===== src/rtl/frame_sync.sv =====
// MPEG-1 Layer III byte-stream frame aligner: hunts for FF FA/FB, forwards frame-aligned bytes
// with a one-byte lag, and checks that each next sync word lands where the header length says.
module frame_sync #(
   parameter int unsigned MAX_FRAME = 2047
) (
   input  logic        clk,
   input  logic        rst,
   input  logic [7:0]  axiid,
   input  logic        axiiv,
   input  logic [10:0] frame_size,
   input  logic        frame_size_valid,
   output logic [7:0]  axiod,
   output logic        axiov,
   output logic        sof,
   output logic        locked,
   output logic        sync_err
);

   localparam logic [1:0] StHunt   = 2'd0;
   localparam logic [1:0] StSync1  = 2'd1;
   localparam logic [1:0] StFrame  = 2'd2;
   localparam logic [1:0] StCheck2 = 2'd3;

   localparam logic [10:0] MaxCnt = 11'(MAX_FRAME);

   logic [1:0]  state_q, state_d;
   logic [7:0]  held_q, held_d;
   logic [10:0] cnt_q, cnt_d;
   logic [10:0] len_q, len_d;
   logic        len_v_q, len_v_d;
   logic [7:0]  dout_q, dout_d;
   logic        vout_q, vout_d;
   logic        sof_q, sof_d;
   logic        lock_q, lock_d;
   logic        err_q, err_d;

   logic is_ff, is_sync2, timeout, bad_size;

   always_comb begin
      is_ff    = (axiid == 8'hFF);
      is_sync2 = (axiid == 8'hFA) || (axiid == 8'hFB);
      timeout  = (state_q == StFrame) && !len_v_q && (cnt_q == MaxCnt);
      bad_size = (state_q == StFrame) && frame_size_valid && (frame_size < 11'd4);
   end

   always_comb begin
      state_d = state_q;
      held_d  = held_q;
      cnt_d   = cnt_q;
      len_d   = len_q;
      len_v_d = len_v_q;
      dout_d  = dout_q;
      vout_d  = 1'b0;
      sof_d   = 1'b0;
      lock_d  = lock_q;
      err_d   = 1'b0;

      // Abort conditions win over any byte accepted in the same cycle.
      if (timeout || bad_size) begin
         state_d = StHunt;
         err_d   = 1'b1;
         lock_d  = 1'b0;
      end else begin
         // New length takes effect next cycle; this cycle's byte sees the old one.
         if (state_q == StFrame && frame_size_valid) begin
            len_d   = frame_size;
            len_v_d = 1'b1;
         end
         if (axiiv) begin
            unique case (state_q)
               StHunt: begin
                  if (is_ff) begin
                     held_d  = axiid;
                     state_d = StSync1;
                  end
               end
               StSync1: begin
                  if (is_sync2) begin
                     dout_d  = held_q;
                     vout_d  = 1'b1;
                     sof_d   = 1'b1;
                     held_d  = axiid;
                     cnt_d   = 11'd2;
                     len_v_d = 1'b0;
                     state_d = StFrame;
                  end else if (is_ff) begin
                     held_d = axiid;
                  end else begin
                     state_d = StHunt;
                  end
               end
               StFrame: begin
                  dout_d = held_q;
                  vout_d = 1'b1;
                  // cnt beyond len means the length arrived late: treat as misalignment.
                  if (len_v_q && cnt_q >= len_q) begin
                     if (cnt_q == len_q && is_ff) begin
                        held_d  = axiid;
                        state_d = StCheck2;
                     end else begin
                        err_d   = 1'b1;
                        lock_d  = 1'b0;
                        state_d = StHunt;
                     end
                  end else begin
                     held_d = axiid;
                     cnt_d  = cnt_q + 11'd1;
                  end
               end
               StCheck2: begin
                  if (is_sync2) begin
                     dout_d  = held_q;
                     vout_d  = 1'b1;
                     sof_d   = 1'b1;
                     held_d  = axiid;
                     cnt_d   = 11'd2;
                     len_v_d = 1'b0;
                     lock_d  = 1'b1;
                     state_d = StFrame;
                  end else begin
                     err_d  = 1'b1;
                     lock_d = 1'b0;
                     if (is_ff) begin
                        held_d  = axiid;
                        state_d = StSync1;
                     end else begin
                        state_d = StHunt;
                     end
                  end
               end
               default: state_d = StHunt;
            endcase
         end
      end
   end

   always_ff @(posedge clk) begin
      if (rst) begin
         state_q <= StHunt;
         held_q  <= 8'h00;
         cnt_q   <= 11'd0;
         len_q   <= 11'd0;
         len_v_q <= 1'b0;
         dout_q  <= 8'h00;
         vout_q  <= 1'b0;
         sof_q   <= 1'b0;
         lock_q  <= 1'b0;
         err_q   <= 1'b0;
      end else begin
         state_q <= state_d;
         held_q  <= held_d;
         cnt_q   <= cnt_d;
         len_q   <= len_d;
         len_v_q <= len_v_d;
         dout_q  <= dout_d;
         vout_q  <= vout_d;
         sof_q   <= sof_d;
         lock_q  <= lock_d;
         err_q   <= err_d;
      end
   end

   assign axiod    = dout_q;
   assign axiov    = vout_q;
   assign sof      = sof_q;
   assign locked   = lock_q;
   assign sync_err = err_q;

endmodule

===== config.mk =====
export PLATFORM = sky130hd
export DESIGN_NAME = frame_sync
export DESIGN_NICKNAME = d
export VERILOG_FILES = /design/src/rtl/frame_sync.sv
export SDC_FILE = /design/constraint.sdc
export NUM_CORES = 1
export LEC_CHECK = 0
export BUFFER_PORTS_ARGS = -buffer_cell sky130_fd_sc_hd__buf_2
export CORE_ASPECT_RATIO = 0.5
export CORE_MARGIN = 2
export CORE_UTILIZATION = 40
export CTS_CLUSTER_DIAMETER = 100
export DETAILED_ROUTE_END_ITERATION = 10
export SYNTH_ARGS = -nofsm -noshare
export SYNTH_HDL_FRONTEND = slang
export SYNTH_SLANG_ARGS = --single-unit

===== constraint.sdc =====
create_clock -name clk -period 4 [get_ports clk]
set_clock_uncertainty 0.05 [all_clocks]
set_input_delay 0.2 -clock clk [delete_from_list [all_inputs] [get_ports clk]]
set_output_delay 0.2 -clock clk [all_outputs]
set_load 0.05 [all_outputs]

==> results.yml <==
global_routing:
  grt_pass1_vias: 2151
  antenna_found_initial: 0
  grt_overflow: 0
  grt_pass1_wl_mm: 10.0
  grt_max_degree: 46
  grt_usage_pct: 18.9
hold_path:
  min-delay-start: "frame_size[0]"
  min_path_type: "input port to register"
drt:
  drtIter0Drc: 192
  detail-route-antenna-nets: 0
  wl_per_cell_um: 15.2
  wirelength_mm: 6.05
  via_count: 2269
  drcViolationCount: 0
  avgViaCountPerCell: 5.69
  drt_pass1_iterations: 4
cts:
  h-tree-depth: 2
  cts_setup_buffers: 0
  ctsHoldBuffers: 0
  cts_root_buf: "clkbuf_16"
  cts_buffers: 5
  cts_resized: 0
  cts_tree: "built"
  clock_latency_ns: 0.29
  clockBufferDepth: 2
  cts.reportedPaths.clkPinSlew_ns: 0.06
  cts_sinks: 45
floorplan:
  chipWidth_um: 114
  initial_core_util_pct: 42.8
  dieArea_um2: 6730
  core_um2: 5660
  io_pins: 35
  die_h_um: 59.0
  rows: 19
worst_setup_path:
  cp.arrival_ns: 3.05
  reg2reg_slack_ns: 1.10
  start_kind: "register"
  reg2reg_from: "state_q[0]"
  worstSetupPathType: "register to register"
  cp-endpoint: "cnt_q[9]"
  startpoint: "state_q[0]"
  crit_fanout: 28
  cp.required_ns: 4.15
  r2r_end: "cnt_q[9]"
  end_kind: "register"
  r2r_cells: 6
sta:
  worst_hold_slack_ns: 0.0968
  tightest_slew_ns: 0.898
  finalHoldViolations: 0
  rsz0062_at_grt: "no"
  finalSetupViolCount: 0
  fin_crit_sh_pct: 72.5
  maxSlewHeadroom_pct: 40.0
  tns_ns: 0
  max_freq_mhz: 345
  slew_violations: 0
  period_needed_ns: 2.90
power:
  power_density_nw_per_um2: 356
  leakage_uw: 0.00115
  vdd_drop_max_uv: 179
logic_synthesis:
  ys_seq_area_share_pct: 37.2
  synth_cells: 297
  synth_top_area_cell: "dfxtp_1"
  synth-edff-count: 0
  ys_ff_latch: 45
  syn-cell-area_um2: 2420
  ys_warn_count: 0
  synth.area.top_cells: "dfxtp_1 (37%), ha_1 (6.2%), a21oi_1 (4.5%)"
  netlist.area_leader.share_pct: 37.2
  syn_nets: 332
  ys.flop_type: "dfxtp_1"
  ys_types: 49
  async_flop_share_pct: 0
  syn_area_per_cell_um2: 8.15
cells_and_area:
  layout_commonest_cell: "dfxtp_1"
  finalNetCount: 360
  final_cell_mix: "dfxtp_1 (45), buf_2 (34), inv_1 (27)"
  layout-drive-gt1-share_pct: 15.3
  syn2layout_area_growth_pct: 15.4
  num_antenna_cells: 0
placement:
  hpwl_mm: 4.24
  portBuffers: 34
  finalWeightedCongestion: 0.792
run:
  cap_violations: 0
run_status:
  outcome: "completed"
## area by class of cell
type / instances / area, um^2
Fill cell: 547 / 2860
Clock inverter: 2 / 38.8
Tap cell: 73 / 91.3
Clock buffer: 6 / 129
Inverter: 27 / 101
Multi-Input combinational cell: 210 / 1350
Sequential cell: 45 / 901
Timing Repair Buffer: 36 / 185
## Yosys cell counts, types with 9 or more instances
cell / count
dfxtp_1: 45
nor3_1: 11
ha_1: 12
clkbuf_1: 9
mux2i_1: 11
a21oi_1: 22
inv_1: 27
nand2_1: 26
a31oi_1: 9
nor2_1: 19
nand3_1: 20
o21ai_1: 12
## state kept, by name, indices dropped and copies added (netlist names)
register / cells
cnt_q: 11
len_q: 11
axiod: 8
held_q: 8
state_q: 2
axiov: 1
len_v_q: 1
locked: 1
sof: 1
sync_err: 1
## logic make-up after synthesis
logic type,count (synthesis),synth area share [%]
xor gates and xnor gates,1,0.362
AOI/OAI and AO/OA,70,18.1
muxes,12,5.01
and+or+nand+nor,115,25.7
buffers and inverters,42,7.39
DFF,45,37.2
adders and majority gates,12,6.20
## how the worst min path moves through the flow
stage / cells after the start / slack (ns) / end
after floorplan: 1 / 0.25 / state_q[0]
after global placement: 3 / 0.39 / len_q[1]
after detailed placement: 2 / 0.39 / held_q[2]
after CTS: 3 / 0.10 / len_q[0]
after global routing: 3 / 0.12 / len_q[4]
final: 3 / 0.1 / len_q[0]
## worst max-delay path, stage by stage, from the launching register on
cell and delay (ns):
dfxtp_1 0.88, or2b_2 0.35, nor4_4 0.09, nor4b_2 0.79
buf_4 0.35, nand3_1 0.09, a31oi_1 0.21
## through the flow
step                utilization (%)  worst slack [ns]  total power (uW)  cells  area [um^2]
floorplan                         -              1.76               508    297         2420
global placement               46.4              1.27               530    391         2630
detailed placement             46.4              1.18               532    391         2630
CTS                            49.4              1.16              1000    399         2790
global route                   49.4             0.929              1030    399         2790
finish                         49.4              1.10               993    399         2790
## routing by layer
| layer | routed length (um) | GRT usage, % |
|---|---|---|
| met4 | 61 | 5.57 |
| met3 | 312 | 4.60 |
| met5 | 0 | 0 |
| met2 | 2600 | 30.4 |
| met1 | 3070 | 25.7 |
## where the power goes
part           internal, uW  total [uW]  switching (uW)
clock                   296         470             174
combinational          26.6        63.1            36.5
sequential              452         460            7.55
total                   775         993             218
Power figures use the tool's default switching activity.
